File: src/rtl/life_ctrl_pkg.sv
// Shared declarations for the Life PE array and its generation controller.
// Controller states and loader timing live next to the array geometry.
package life_ctrl_pkg;

  localparam int ARRAY_ROWS = 16;
  localparam int ARRAY_COLS = 16;

  typedef enum logic {
    CELL_DEAD  = 1'b0,
    CELL_ALIVE = 1'b1
  } cell_t;

  typedef logic [ARRAY_COLS-1:0] row_t;

  // The loader writes 13 words and then needs one cycle to return to idle.
  localparam int LOAD_CYCLES_DEF = 14;

  typedef enum logic [2:0] {
    ST_IDLE    = 3'd0,
    ST_LOAD    = 3'd1,
    ST_PAUSED  = 3'd2,
    ST_RUNNING = 3'd3,
    ST_STEP    = 3'd4
  } life_state_t;

endpackage

File: src/rtl/life_ctrl_if.sv
// Button/period inputs and loader/array control outputs of the generation controller.
// The master side drives buttons and period; the slave side is the controller.
interface life_ctrl_if #(
  parameter int PERIOD_BITS = 24,
  parameter int GEN_BITS    = 16
);
  logic                   btn_load;
  logic                   btn_run;
  logic                   btn_step;
  logic [PERIOD_BITS-1:0] period;
  logic                   enb;
  logic                   run;
  logic                   trigger;
  logic                   busy;
  logic [GEN_BITS-1:0]    gen_count;

  modport master (
    output btn_load, btn_run, btn_step, period,
    input  enb, run, trigger, busy, gen_count
  );

  modport slave (
    input  btn_load, btn_run, btn_step, period,
    output enb, run, trigger, busy, gen_count
  );
endinterface

File: src/rtl/life_ctrl_btn_edge.sv
// Rising-edge detector for an already synchronized button level.
// Edge is combinational from the live input and last cycle's registered copy.
module btn_edge (
  input  logic clk,
  input  logic reset,
  input  logic i_btn,
  output logic o_edge
);
  logic r_prev;

  always_ff @(posedge clk) begin
    if (reset) r_prev <= 1'b0;
    else       r_prev <= i_btn;
  end

  assign o_edge = i_btn & ~r_prev;
endmodule

File: src/rtl/life_ctrl.sv
// Generation controller: sequences pattern loads, free-run and single-step of the PE array.
// All outputs registered; an edge seen in cycle N is answered in cycle N+1.
module life_ctrl
  import life_ctrl_pkg::*;
#(
  parameter int PERIOD_BITS = 24,
  parameter int GEN_BITS    = 16,
  parameter int LOAD_CYCLES = LOAD_CYCLES_DEF
) (
  input  logic        clk,
  input  logic        reset,
  life_ctrl_if.slave  bus
);
  localparam int LCNT_BITS = (LOAD_CYCLES > 1) ? $clog2(LOAD_CYCLES) : 1;
  localparam logic [LCNT_BITS-1:0] LCNT_LAST = LCNT_BITS'(LOAD_CYCLES - 1);

  logic w_load_edge;
  logic w_run_edge;
  logic w_step_edge;

  btn_edge u_edge_load (.clk(clk), .reset(reset), .i_btn(bus.btn_load), .o_edge(w_load_edge));
  btn_edge u_edge_run  (.clk(clk), .reset(reset), .i_btn(bus.btn_run),  .o_edge(w_run_edge));
  btn_edge u_edge_step (.clk(clk), .reset(reset), .i_btn(bus.btn_step), .o_edge(w_step_edge));

  life_state_t            r_state;
  life_state_t            w_state_nxt;
  logic                   r_enb,     w_enb_nxt;
  logic                   r_run,     w_run_nxt;
  logic                   r_trigger, w_trigger_nxt;
  logic                   r_busy,    w_busy_nxt;
  logic [GEN_BITS-1:0]    r_gen,     w_gen_nxt;
  logic [PERIOD_BITS-1:0] r_timer,   w_timer_nxt;
  logic [LCNT_BITS-1:0]   r_lcnt,    w_lcnt_nxt;
  logic [PERIOD_BITS-1:0] w_limit;

  // A period of 0 behaves like 1: fire every cycle.
  assign w_limit = (bus.period == '0) ? '0 : bus.period - PERIOD_BITS'(1);

  always_ff @(posedge clk) begin
    if (reset) r_state <= ST_IDLE;
    else       r_state <= w_state_nxt;
  end

  always_comb begin
    w_state_nxt   = r_state;
    w_enb_nxt     = 1'b0;
    w_run_nxt     = 1'b0;
    w_trigger_nxt = 1'b0;
    w_busy_nxt    = 1'b0;
    w_gen_nxt     = r_gen;
    w_timer_nxt   = r_timer;
    w_lcnt_nxt    = r_lcnt;

    unique case (r_state)
      ST_IDLE: begin
        if (w_load_edge) begin
          w_state_nxt = ST_LOAD;
          w_enb_nxt   = 1'b1;
          w_busy_nxt  = 1'b1;
          w_gen_nxt   = '0;
          w_lcnt_nxt  = '0;
        end
      end
      ST_LOAD: begin
        if (r_lcnt == LCNT_LAST) begin
          w_state_nxt = ST_PAUSED;
          w_lcnt_nxt  = '0;
        end else begin
          w_busy_nxt  = 1'b1;
          w_lcnt_nxt  = r_lcnt + LCNT_BITS'(1);
        end
      end
      ST_PAUSED: begin
        if (w_load_edge) begin
          w_state_nxt = ST_LOAD;
          w_enb_nxt   = 1'b1;
          w_busy_nxt  = 1'b1;
          w_gen_nxt   = '0;
          w_lcnt_nxt  = '0;
        end else if (w_run_edge) begin
          w_state_nxt = ST_RUNNING;
          w_run_nxt   = 1'b1;
          w_timer_nxt = '0;
        end else if (w_step_edge) begin
          w_state_nxt   = ST_STEP;
          w_run_nxt     = 1'b1;
          w_trigger_nxt = 1'b1;
          w_gen_nxt     = r_gen + GEN_BITS'(1);
        end
      end
      ST_RUNNING: begin
        if (w_load_edge) begin
          w_state_nxt = ST_LOAD;
          w_enb_nxt   = 1'b1;
          w_busy_nxt  = 1'b1;
          w_gen_nxt   = '0;
          w_lcnt_nxt  = '0;
          w_timer_nxt = '0;
        end else if (w_run_edge) begin
          w_state_nxt = ST_PAUSED;
          w_timer_nxt = '0;
        end else begin
          w_run_nxt = 1'b1;
          // >= so a shortened period still fires on the next cycle.
          if (r_timer >= w_limit) begin
            w_trigger_nxt = 1'b1;
            w_gen_nxt     = r_gen + GEN_BITS'(1);
            w_timer_nxt   = '0;
          end else begin
            w_timer_nxt   = r_timer + PERIOD_BITS'(1);
          end
        end
      end
      ST_STEP: begin
        w_state_nxt = ST_PAUSED;
      end
      default: begin
        w_state_nxt = ST_IDLE;
      end
    endcase
  end

  always_ff @(posedge clk) begin
    if (reset) begin
      r_enb     <= 1'b0;
      r_run     <= 1'b0;
      r_trigger <= 1'b0;
      r_busy    <= 1'b0;
      r_gen     <= '0;
      r_timer   <= '0;
      r_lcnt    <= '0;
    end else begin
      r_enb     <= w_enb_nxt;
      r_run     <= w_run_nxt;
      r_trigger <= w_trigger_nxt;
      r_busy    <= w_busy_nxt;
      r_gen     <= w_gen_nxt;
      r_timer   <= w_timer_nxt;
      r_lcnt    <= w_lcnt_nxt;
    end
  end

  assign bus.enb       = r_enb;
  assign bus.run       = r_run;
  assign bus.trigger   = r_trigger;
  assign bus.busy      = r_busy;
  assign bus.gen_count = r_gen;
endmodule

File: src/flat_wrapper.sv
// flat-port wrapper written by rule: the top's interface ports become plain ports
module life_ctrl_flat import life_ctrl_pkg::*;
#(
  parameter int PERIOD_BITS = 24,
  parameter int GEN_BITS    = 16,
  parameter int LOAD_CYCLES = LOAD_CYCLES_DEF
)
  (clk, reset, bus_btn_load, bus_btn_run, bus_btn_step, bus_period, bus_enb, bus_run, bus_trigger, bus_busy, bus_gen_count);
  life_ctrl_if #(.PERIOD_BITS(PERIOD_BITS), .GEN_BITS(GEN_BITS)) bus_i ();
  input  logic clk;
  input  logic reset;
  input wire logic [$bits(bus_i.btn_load)-1:0] bus_btn_load;
  input wire logic [$bits(bus_i.btn_run)-1:0] bus_btn_run;
  input wire logic [$bits(bus_i.btn_step)-1:0] bus_btn_step;
  input wire logic [$bits(bus_i.period)-1:0] bus_period;
  output wire logic [$bits(bus_i.enb)-1:0] bus_enb;
  output wire logic [$bits(bus_i.run)-1:0] bus_run;
  output wire logic [$bits(bus_i.trigger)-1:0] bus_trigger;
  output wire logic [$bits(bus_i.busy)-1:0] bus_busy;
  output wire logic [$bits(bus_i.gen_count)-1:0] bus_gen_count;
  assign bus_i.btn_load = bus_btn_load;
  assign bus_i.btn_run = bus_btn_run;
  assign bus_i.btn_step = bus_btn_step;
  assign bus_i.period = bus_period;
  assign bus_enb = bus_i.enb;
  assign bus_run = bus_i.run;
  assign bus_trigger = bus_i.trigger;
  assign bus_busy = bus_i.busy;
  assign bus_gen_count = bus_i.gen_count;
  life_ctrl #(.PERIOD_BITS(PERIOD_BITS), .GEN_BITS(GEN_BITS), .LOAD_CYCLES(LOAD_CYCLES)) u_core (.clk(clk), .reset(reset), .bus(bus_i));
endmodule
File: config.mk
export PLATFORM = sky130hd
export DESIGN_NAME = life_ctrl_flat
export DESIGN_NICKNAME = d
export VERILOG_FILES = /design/src/rtl/life_ctrl_pkg.sv /design/src/rtl/life_ctrl_if.sv /design/src/rtl/life_ctrl_btn_edge.sv /design/src/rtl/life_ctrl.sv /design/src/flat_wrapper.sv
export SDC_FILE = /design/constraint.sdc
export NUM_CORES = 1
export LEC_CHECK = 0
export CORE_MARGIN = 3
export CORE_UTILIZATION = 40
export CTS_CLUSTER_DIAMETER = 50
export CTS_CLUSTER_SIZE = 30
export DETAILED_ROUTE_END_ITERATION = 7
export PLACE_DENSITY = 0.7
export SLEW_MARGIN = 20
export SYNTH_ARGS = -nofsm -noshare
export SYNTH_HDL_FRONTEND = slang
export SYNTH_SLANG_ARGS = --single-unit
export TNS_END_PERCENT = 100
File: constraint.sdc
create_clock -name clk -period 7.7 [get_ports clk]
set_input_delay 1.54 -clock clk [delete_from_list [all_inputs] [get_ports clk]]
set_output_delay 1.54 -clock clk [all_outputs]
set_load 0.01 [all_outputs]
; ---- Yosys cells after proc, flatten, opt, wreduce, memory -nomap -nowiden
; Cells that the tools add are included.
[op_classes]
mul = 0
add_sub_neg = 4
reduce_logical = 11
order_cmp = 1
n_shift = 0
n_mux = 41
bitwise_logic = 7
div = 0
n_eq_ne = 16
[op_table]
columns = operator, count
row1 = $mux W24, 6
row2 = $mux W16, 7
row3 = $pmux W16 S3, 1
row4 = $pmux W24 S2, 1
row5 = $add A24 B1 Y24 const B, 1
row6 = $ge A24 B24 Y1, 1
row7 = $logic_not A24 Y1, 1
row8 = $sub A24 B1 Y24 const B, 1
row9 = $mux W3, 7
row10 = $add A16 B1 Y16 const B, 1
row11 = $pmux W3 S5, 1
row12 = $mux W1, 12
row13 = $ne A3 B3 Y1 const B, 4
row14 = $mux W4, 2
row15 = $pmux W4 S2, 1
row16 = $eq A3 B2 Y1 const B, 2
row17 = $ne A2 B2 Y1 const B, 3
row18 = $pmux W1 S2, 3
row19 = $reduce_and A6 Y1, 1
row20 = $add A4 B1 Y4 const B, 1
row21 = $eq A4 B4 Y1 const B, 1
row22 = $ne A2 B1 Y1 const B, 2
row23 = $ne A4 B4 Y1 const B, 1
row24 = $not A1 Y1, 4
row25 = 12 further kinds, 15
[word_totals]
register_bits = 54
inputBits = 29
mem_bits_ro = 0
word_cells = 91
out_inout_bits = 20
mem_bits_rw = 0
latch_bits = 0
n_memories = 0

; ---- Longest topological paths before layout
; Gate-level depths: netlist (run 1).
[depth]
depth_word = 7
ltp_mapped = 16
depth_no_buf = 15

; ---- Modules after synthesis
; From an unflattened synthesis (run 1), not the netlist that was laid out.
[unflattened]
hier_cells = 460
area_unflattened_um2 = 3717.3
[modules_own_cells]
columns = module, area_per_inst_um2, n_inst, cells_each
row1 = life_ctrl, 3574.7, 1, 451
row2 = btn_edge, 47.5, 3, 3

; ---- Least setup slack after synthesis (run 1)
; OpenSTA, ideal clock, no wires.
[synth_path]
kind = input to register
from = in bus_period[9]
to = reg u_core.r_timer[10]
stages = 16
n_path_buf = 1
t_arrival_ns = 5.127
slack_ns = 2.446
required_time_ns = 7.572
cell_sequence = or4_4 -> nor4_4 -> nand2b_2 -> or4_4 -> nor3_2 -> xor2_1 -> nand2_1 -> ha_1 -> nand4_1 -> nor3_1 -> o311ai_1 -> nand4_1 -> nor2_1 -> o21bai_1 -> clkbuf_1 -> nor2_1
[synth_via]
elab_chain_cells = 7
word_cells_on_any_way = 8
cone_classes = 1 x add/sub / 1 x order compare / 5 x mux / 1 x reduce/logical
[synth_rtl]
columns = element, line
row1 = start: declaration, flat_wrapper.sv:15  ; input wire logic [$bits(bus_i.period)-1:0] bus_period;
row2 = $sub A24 B1 Y24 / $logic_not A24 Y1 (equally long branches), life_ctrl.sv:37  ; assign w_limit = (bus.period == '0) ? '0 : bus.period - PERIOD_BITS'(1);
row3 = $mux W24 *, life_ctrl.sv:37
row4 = $ge A24 B24 Y1 *, life_ctrl.sv:105  ; if (r_timer >= w_limit) begin
row5 = $mux W24 *, life_ctrl.sv:105
row6 = $mux W24 *, life_ctrl.sv:99  ; end else if (w_run_edge) begin
row7 = $mux W24 *, life_ctrl.sv:92  ; if (w_load_edge) begin
row8 = $pmux W24 S2 *, life_ctrl.sv:54  ; unique case (r_state)
row9 = end signal: assignment, life_ctrl.sv:138  ; r_timer <= w_timer_nxt;
row10 = end: declaration, life_ctrl.sv:32  ; logic [PERIOD_BITS-1:0] r_timer, w_timer_nxt;
; Every way passes the cells marked *; elsewhere a longest branch is shown, timed or not.
; A chain may end at the register's enable or synchronous reset.

; ---- Worst setup path after layout (run 1)
[layout_path]
from = in bus_period[17]
to = reg u_core.r_timer[20]
; The elaborated chain is that of the path after synthesis.

==> results of run 1 <==
cell usage in the layout, fill, tap and decap left out, types with 3 or more instances in the layout:
cell / Yosys / routed
dfxtp_1: 54 / 54
nand2_1: 53 / 53
nor2_1: 49 / 49
clkdlybuf4s50_1: 0 / 48
o21ai_0: 39 / 39
ha_1: 30 / 30
xor2_1: 29 / 29
a21oi_1: 22 / 22
nand3_1: 20 / 20
nand2b_1: 17 / 17
nor3_1: 15 / 15
nor2b_1: 14 / 14
and3_1: 11 / 11
inv_1: 9 / 9
nand4_1: 9 / 9
nor4_1: 8 / 8
xnor2_1: 7 / 7
o31ai_1: 7 / 7
a211oi_1: 6 / 6
clkbuf_8: 0 / 5
a31oi_1: 4 / 4
or4_4: 3 / 3
or4_1: 3 / 3
nor3b_1: 3 / 3
buf_4: 0 / 3
layer usage:
metal / up-vias / GRT usage, % / share of wire, %
li1: 1742 / - / -
met1: 1549 / 21.5 / 47
met2: 43 / 28.4 / 49
met3: 5 / 2.77 / 2.9
met4: 0 / 3.42 / 0.72
met5: - / 0 / 0
power by group through the flow:
stage          combinational [uW]  sequential (uW)  clock, uW
2_1_floorplan                39.2              290          0
6_report                     70.0              285        189
3_5_place_dp                 70.0              291          0
4_1_cts                      70.1              285        193
3_3_place_gp                 67.6              291          0
5_1_grt                      78.7              285        204
state kept, by name, summed over array words and instances, names as in the netlist:
| name | flops |
|---|---|
| u_core.bus.enb | 1 |
| u_core.u_edge_step.r_prev | 1 |
| u_core.r_lcnt | 4 |
| u_core.bus.trigger | 1 |
| u_core.r_timer | 24 |
| u_core.r_state | 3 |
| u_core.u_edge_load.r_prev | 1 |
| u_core.u_edge_run.r_prev | 1 |
| u_core.bus.run | 1 |
| u_core.bus.gen_count | 16 |
| u_core.bus.busy | 1 |
per-stage QoR:
stage,instances,hold WS (ns)
after CTS,608,0.478
after detailed placement,600,0.464
final,608,0.475
after global placement,600,0.453
after global routing,608,0.505
after floorplan,458,0.459
worst min path at each step:
stage	to	cells after the start	slack [ns]
finish	u_core.bus.gen_count[15]	1	0.48
global placement	u_core.bus.gen_count[15]	1	0.45
CTS	u_core.bus.gen_count[15]	1	0.48
floorplan	u_core.r_lcnt[3]	2	0.46
detailed placement	u_core.bus.gen_count[15]	1	0.46
global route	u_core.bus.gen_count[15]	1	0.50
area by class of cell:
type	instances	area [um^2]	area share, %
clock buffers	5	68.8	1.61
clock inverters	3	40.0	0.935
inverters	9	33.8	0.789
multi-input cells	381	2420	56.6
flip-flops and latches	54	1080	25.2
well taps	105	131	3.07
repair buffers	51	503	11.7
cells by family after synthesis:
kind of cell | Yosys count
AOI/OAI and AO/OA | 93
xor gates and xnor gates | 36
adders and majority gates | 30
buffers and inverters | 23
DFF | 54
muxes | 1
and+or+nand+nor | 221
==> out/results.ini, run 1 <==
[worst_setup_path]
crit_slowest_cell = or4_1
endpoint_kind = flip-flop
r2r_start = u_core.r_timer[1]
critPathRequiredTime_ns = 7.94
cp_cell_sequence = clkdlybuf4s50_1, or4_4, nor4_1, nand4b_1, or4_1, nor2b_1, mux2i_1, ha_1, nand4_1, nor2_1, a221oi_1, nand4_1, nor2_1, o21bai_1, buf_4, o21ai_0
critPathBufInv = 2
path_max_fanout = 24
startpoint_type = input port
worstSetupStartpoint = bus_period[17]
crit_type = input port to flip-flop
critical_path_arrival_ns = 6.32
worstRegToRegCells = 9
r2r_end = u_core.r_timer[20]
crit_family = simple AND/OR/NAND/NOR gates
ff2ff_setup_slack_ns = 4.96
cpPeakStageDelay_ns = 0.77
crit_path_end = u_core.r_timer[20]
cp.depth = 16

[logic_synthesis]
synth_top_family_by_area = simple AND/OR/NAND/NOR gates
synth_area_leader_cell = dfxtp_1
syn-cell-area_um2 = 3600
synth-main-ff-cell = dfxtp_1
ys_types = 47
ys_ff_latch = 54
synth_seq_area_share_pct = 30.1
syn_area_per_cell_um2 = 7.85
yosys.area_share.simple_pct = 32.5
muxShareOfSynthArea_pct = 0.278
yosys_warnings = 0
synth_xor_area_share_pct = 8.77
synth.area.top_cells = dfxtp_1, ha_1, xor2_1
synth_top_area_share_pct = 30.1
synthMostInstantiatedCell = dfxtp_1
syn_nets = 517
syn-instance-count = 458
synth-adder-area-share_pct = 10.4
yosys-top-cells-count = dfxtp_1, nand2_1, nor2_1, o21ai_0, ha_1
synth-edff-count = 0
synthArstFlopShare_pct = 0
synth_compound_area_share_pct = 15.4

[clock_tree]
cts_resized = 0
clk_path_buf_depth = 2
cts_sinks = 54
h-tree-depth = 2
cts_root_buf = clkbuf_8
cts_setup_buffers = 0
cts.clk_slew.worst_paths_ns = 0.10
cts_hold_buf = 0
cts_tree = done
clk_latency_ns = 0.31
cts_buffers = 5

[detailed_routing]
drt_iter0_drc = 93
vias_per_cell = 5.49
vias = 3339
avgRoutedWirePerCell_um = 13.2
drc = 0
drt_pass1_iterations = 4
ant_nets = 0
wirelength_um = 8010

[cells_and_area]
final_area_um2 = 4280
final_core_util_pct = 50.6
syn2layout_area_growth_pct = 19.0
n_antenna_cell = 0
fillers = 813
nNetsFinal = 561
layout-drive-gt1-share_pct = 4.17

[sta]
drv_slew = 0
timing.fmax_mhz = 164
finClkSkew_ns = 0.00740
tightest_slew_ns = 0.878
fin_crit_sh_pct = 79.0
setup-violations-final = 0
setup_ws_ns = 1.61
hold_viol_final = 0
fin_crit_ns = 6.09
grt_setup_unrepaired = no
setup_tns_ns = 0
relSlewSlack_pct = 41.0

[run]
maxCapViolations = 0

[placed_design]
dp_hpwl_um = 6220
pre_cts_slack_ns = 1.31
io_buffer_count = 48
gp_congestion = 0.819
placed_area_um2 = 4170

[min_path]
hold_path_class = flip-flop to flip-flop
hold_path_startpoint = u_core.bus.gen_count[15]

[floorplan]
dieArea_um2 = 10200
start_util_pct = 42.5
die_h_um = 101
ios = 49
fp.coreArea_um2 = 8460
rows = 33
die_width_um = 101

[power_and_ir_drop]
p_int_uw = 411
power_density_nw_per_um2 = 127
power_frac_seq_pct = 52.4
comb_power_share_pct = 12.9
vdd_drop_max_mv = 0.0738
p_total_uw = 543
p_sw_uw = 133
p_leak_uw = 0.00166
p_clk_share_pct = 34.7
p_sw_share_pct = 24.4

[global_route]
grt_pass1_vias = 3147
grt_usage_pct = 16.4
grt_first_pass_wirelength_um = 14100
antenna_found_initial = 0
grt-ovfl-total = 0
grt_max_degree = 25

[run_status]
outcome = complete, no violations

Note: power is estimated with default switching activity, not from simulation.
==> run 2: changes to the inputs <==
- clock period: 7.7 -> 6.2 ns (I/O delays scaled with it)
==> run 2 against run 1 <==
Against the previous run:
- design area up 0.20%
- wire length down 0.91%
- non-clock buffer count up 5
- flip-flop and latch count unchanged
- sequential share of layout area down 0.051 points
- critical path type unchanged
- highest routed layer unchanged
==> out/results.ini, run 2 (synthesis results as in run 1) <==
[run_status]
outcome = complete, no violations

[sta]
drv_slew = 0  ; unchanged
relSlewSlack_pct = 44.0  ; +3.0 points
setup-violations-final = 0  ; unchanged
fin_crit_ns = 5.38
tightest_slew_ns = 0.833  ; -0.0448 ns
timing.fmax_mhz = 186
holdWs_ns = 0.463  ; -0.0124 ns
fin_crit_sh_pct = 86.8
setup_tns_ns = 0  ; unchanged
grt_setup_unrepaired = no
hold_viol_final = 0  ; unchanged
finClkSkew_ns = 0.00401  ; -0.00339 ns

[detailed_routing]
vias_per_cell = 5.50  ; +0.24%
wirelength_um = 7930  ; -0.91%
drt_pass1_iterations = 4  ; unchanged
ant_nets = 0  ; unchanged
avgRoutedWirePerCell_um = 13.0  ; -1.6%
vias = 3369  ; +0.90%
drt_iter0_drc = 92  ; -1.1%
drc = 0  ; unchanged

[floorplan]
fp.coreArea_um2 = 8460  ; unchanged
die_h_um = 101  ; unchanged
rows = 33  ; unchanged
ios = 49  ; unchanged
die_width_um = 101  ; unchanged
dieArea_um2 = 10200  ; unchanged
start_util_pct = 42.5  ; unchanged

[worst_setup_path]
cpMostUsedCell = nand4_1
critPathRequiredTime_ns = 6.36  ; -1.58 ns
crit_slowest_cell = o21bai_2
crit_type = input port to flip-flop
critPathBufInv = 1  ; -1
path_max_fanout = 18  ; -25%
critical_path_arrival_ns = 5.54  ; -0.78 ns
cp_cell_sequence = clkdlybuf4s50_1, or4_4, nor4_1, nand4b_1, or4_1, nor3b_1, a21oi_1, ha_1, nand4_1, nor3_1, o311ai_1, nand4_1, nor2_1, o21bai_2, o21ai_0
endpoint_kind = flip-flop
startpoint_type = input port
cpPeakStageDelay_ns = 0.61  ; -0.16 ns
crit_family = simple AND/OR/NAND/NOR gates

[clock_tree]
clk_path_buf_depth = 2  ; unchanged
cts_sinks = 54  ; unchanged
cts_resized = 0  ; unchanged
cts_buffers = 5  ; unchanged
clk_latency_ns = 0.30  ; about the same
cts_tree = done
cts.clk_slew.worst_paths_ns = 0.09  ; about the same
cts_root_buf = clkbuf_8
h-tree-depth = 2  ; unchanged
cts_setup_buffers = 0  ; unchanged
cts_hold_buf = 0  ; unchanged

[placed_design]
io_buffer_count = 48  ; unchanged
gp_congestion = 0.826  ; +0.90%
dp_hpwl_um = 6160  ; -0.96%
placed_area_um2 = 4210  ; +0.99%

[cells_and_area]
largest_register_ffs = 24  ; unchanged
final_area_um2 = 4290  ; +0.20%
n_antenna_cell = 0  ; unchanged
layout-drive-gt1-share_pct = 4.73  ; +0.56 points
final_cell_mix = dfxtp_1, nand2_1, nor2_1
syn2layout_area_growth_pct = 19.3
nNetsFinal = 566  ; +0.89%
final_core_util_pct = 50.7  ; +0.10 points
largest_register = u_core.r_timer
final_common_cell = dfxtp_1

[power_and_ir_drop]
p_leak_uw = 0.00167  ; +0.49%
vdd_drop_max_mv = 0.0722  ; -2.2%
power_density_nw_per_um2 = 145  ; +14%
p_total_uw = 623  ; +15%

[global_route]
grt_max_degree = 25  ; unchanged
grt_usage_pct = 16.1  ; -0.36 points
antenna_found_initial = 0  ; unchanged
grt_first_pass_wirelength_um = 13800  ; -2.2%
grt-ovfl-total = 0  ; unchanged
grt_pass1_vias = 3083  ; -2.0%

[run]
maxCapViolations = 0  ; unchanged

[min_path]
hold_path_class = flip-flop to flip-flop

==> run 2: path summary, 6_finish.rpt <==
check	start	endpoint	slack, ns	cells after the start
worst min-delay path	u_core.bus.gen_count[15]	u_core.bus.gen_count[15]	0.46	1
worst max register to register	u_core.u_edge_run.r_prev	u_core.r_timer[15]	3.55	7
worst max-delay path	bus_period[17]	u_core.r_timer[20]	0.82	15
worst min register to register	u_core.bus.gen_count[15]	u_core.bus.gen_count[15]	0.46	1
==> run 2: layer usage <==
layer	track usage, %	up-vias	wire length, um
met4	3.94	0	91
met5	0	-	0
met1	21.5	1578	3770
met3	3.25	11	263
li1	-	1737	-
met2	26.5	43	3810
==> run 2: power by group <==
group	internal [uW]	switching [uW]	total (uW)
registers	350	3.22	353
clock network	78.1	105	183
logic	40.8	45.6	86.4
total	469	154	623
==> run 2: final cells by class <==
type	count	area, um^2
multi-input combinational	381	2430
sequential	54	1080
fill	801	4170
clock buffer	7	76.3
inverter	9	33.8
timing repair buffer	56	541
tap	105	131
==> run 2: stage by stage <==
stage | std cells | worst slack [ns]
after floorplan | 458 | 1.25
after global placement | 605 | 0.193
after detailed placement | 605 | 0.465
after CTS | 612 | 0.812
after global routing | 612 | 0.434
final | 612 | 0.819
==> run 2: worst reg2reg max path, stage by stage (launching register included) <==
cell,delay (ns)
dfxtp_1,0.31
nor2b_1,0.44
a21oi_1,0.25
nor4_2,0.77
nand2_1,0.21
or3_1,0.40
a21oi_1,0.13
a21o_1,0.10
==> run 3: changes to the inputs <==
- CTS_CLUSTER_SIZE: 30 -> 20
==> results of run 3 <==
No change in the layout: final DEF, timing and power equal those of run 2.
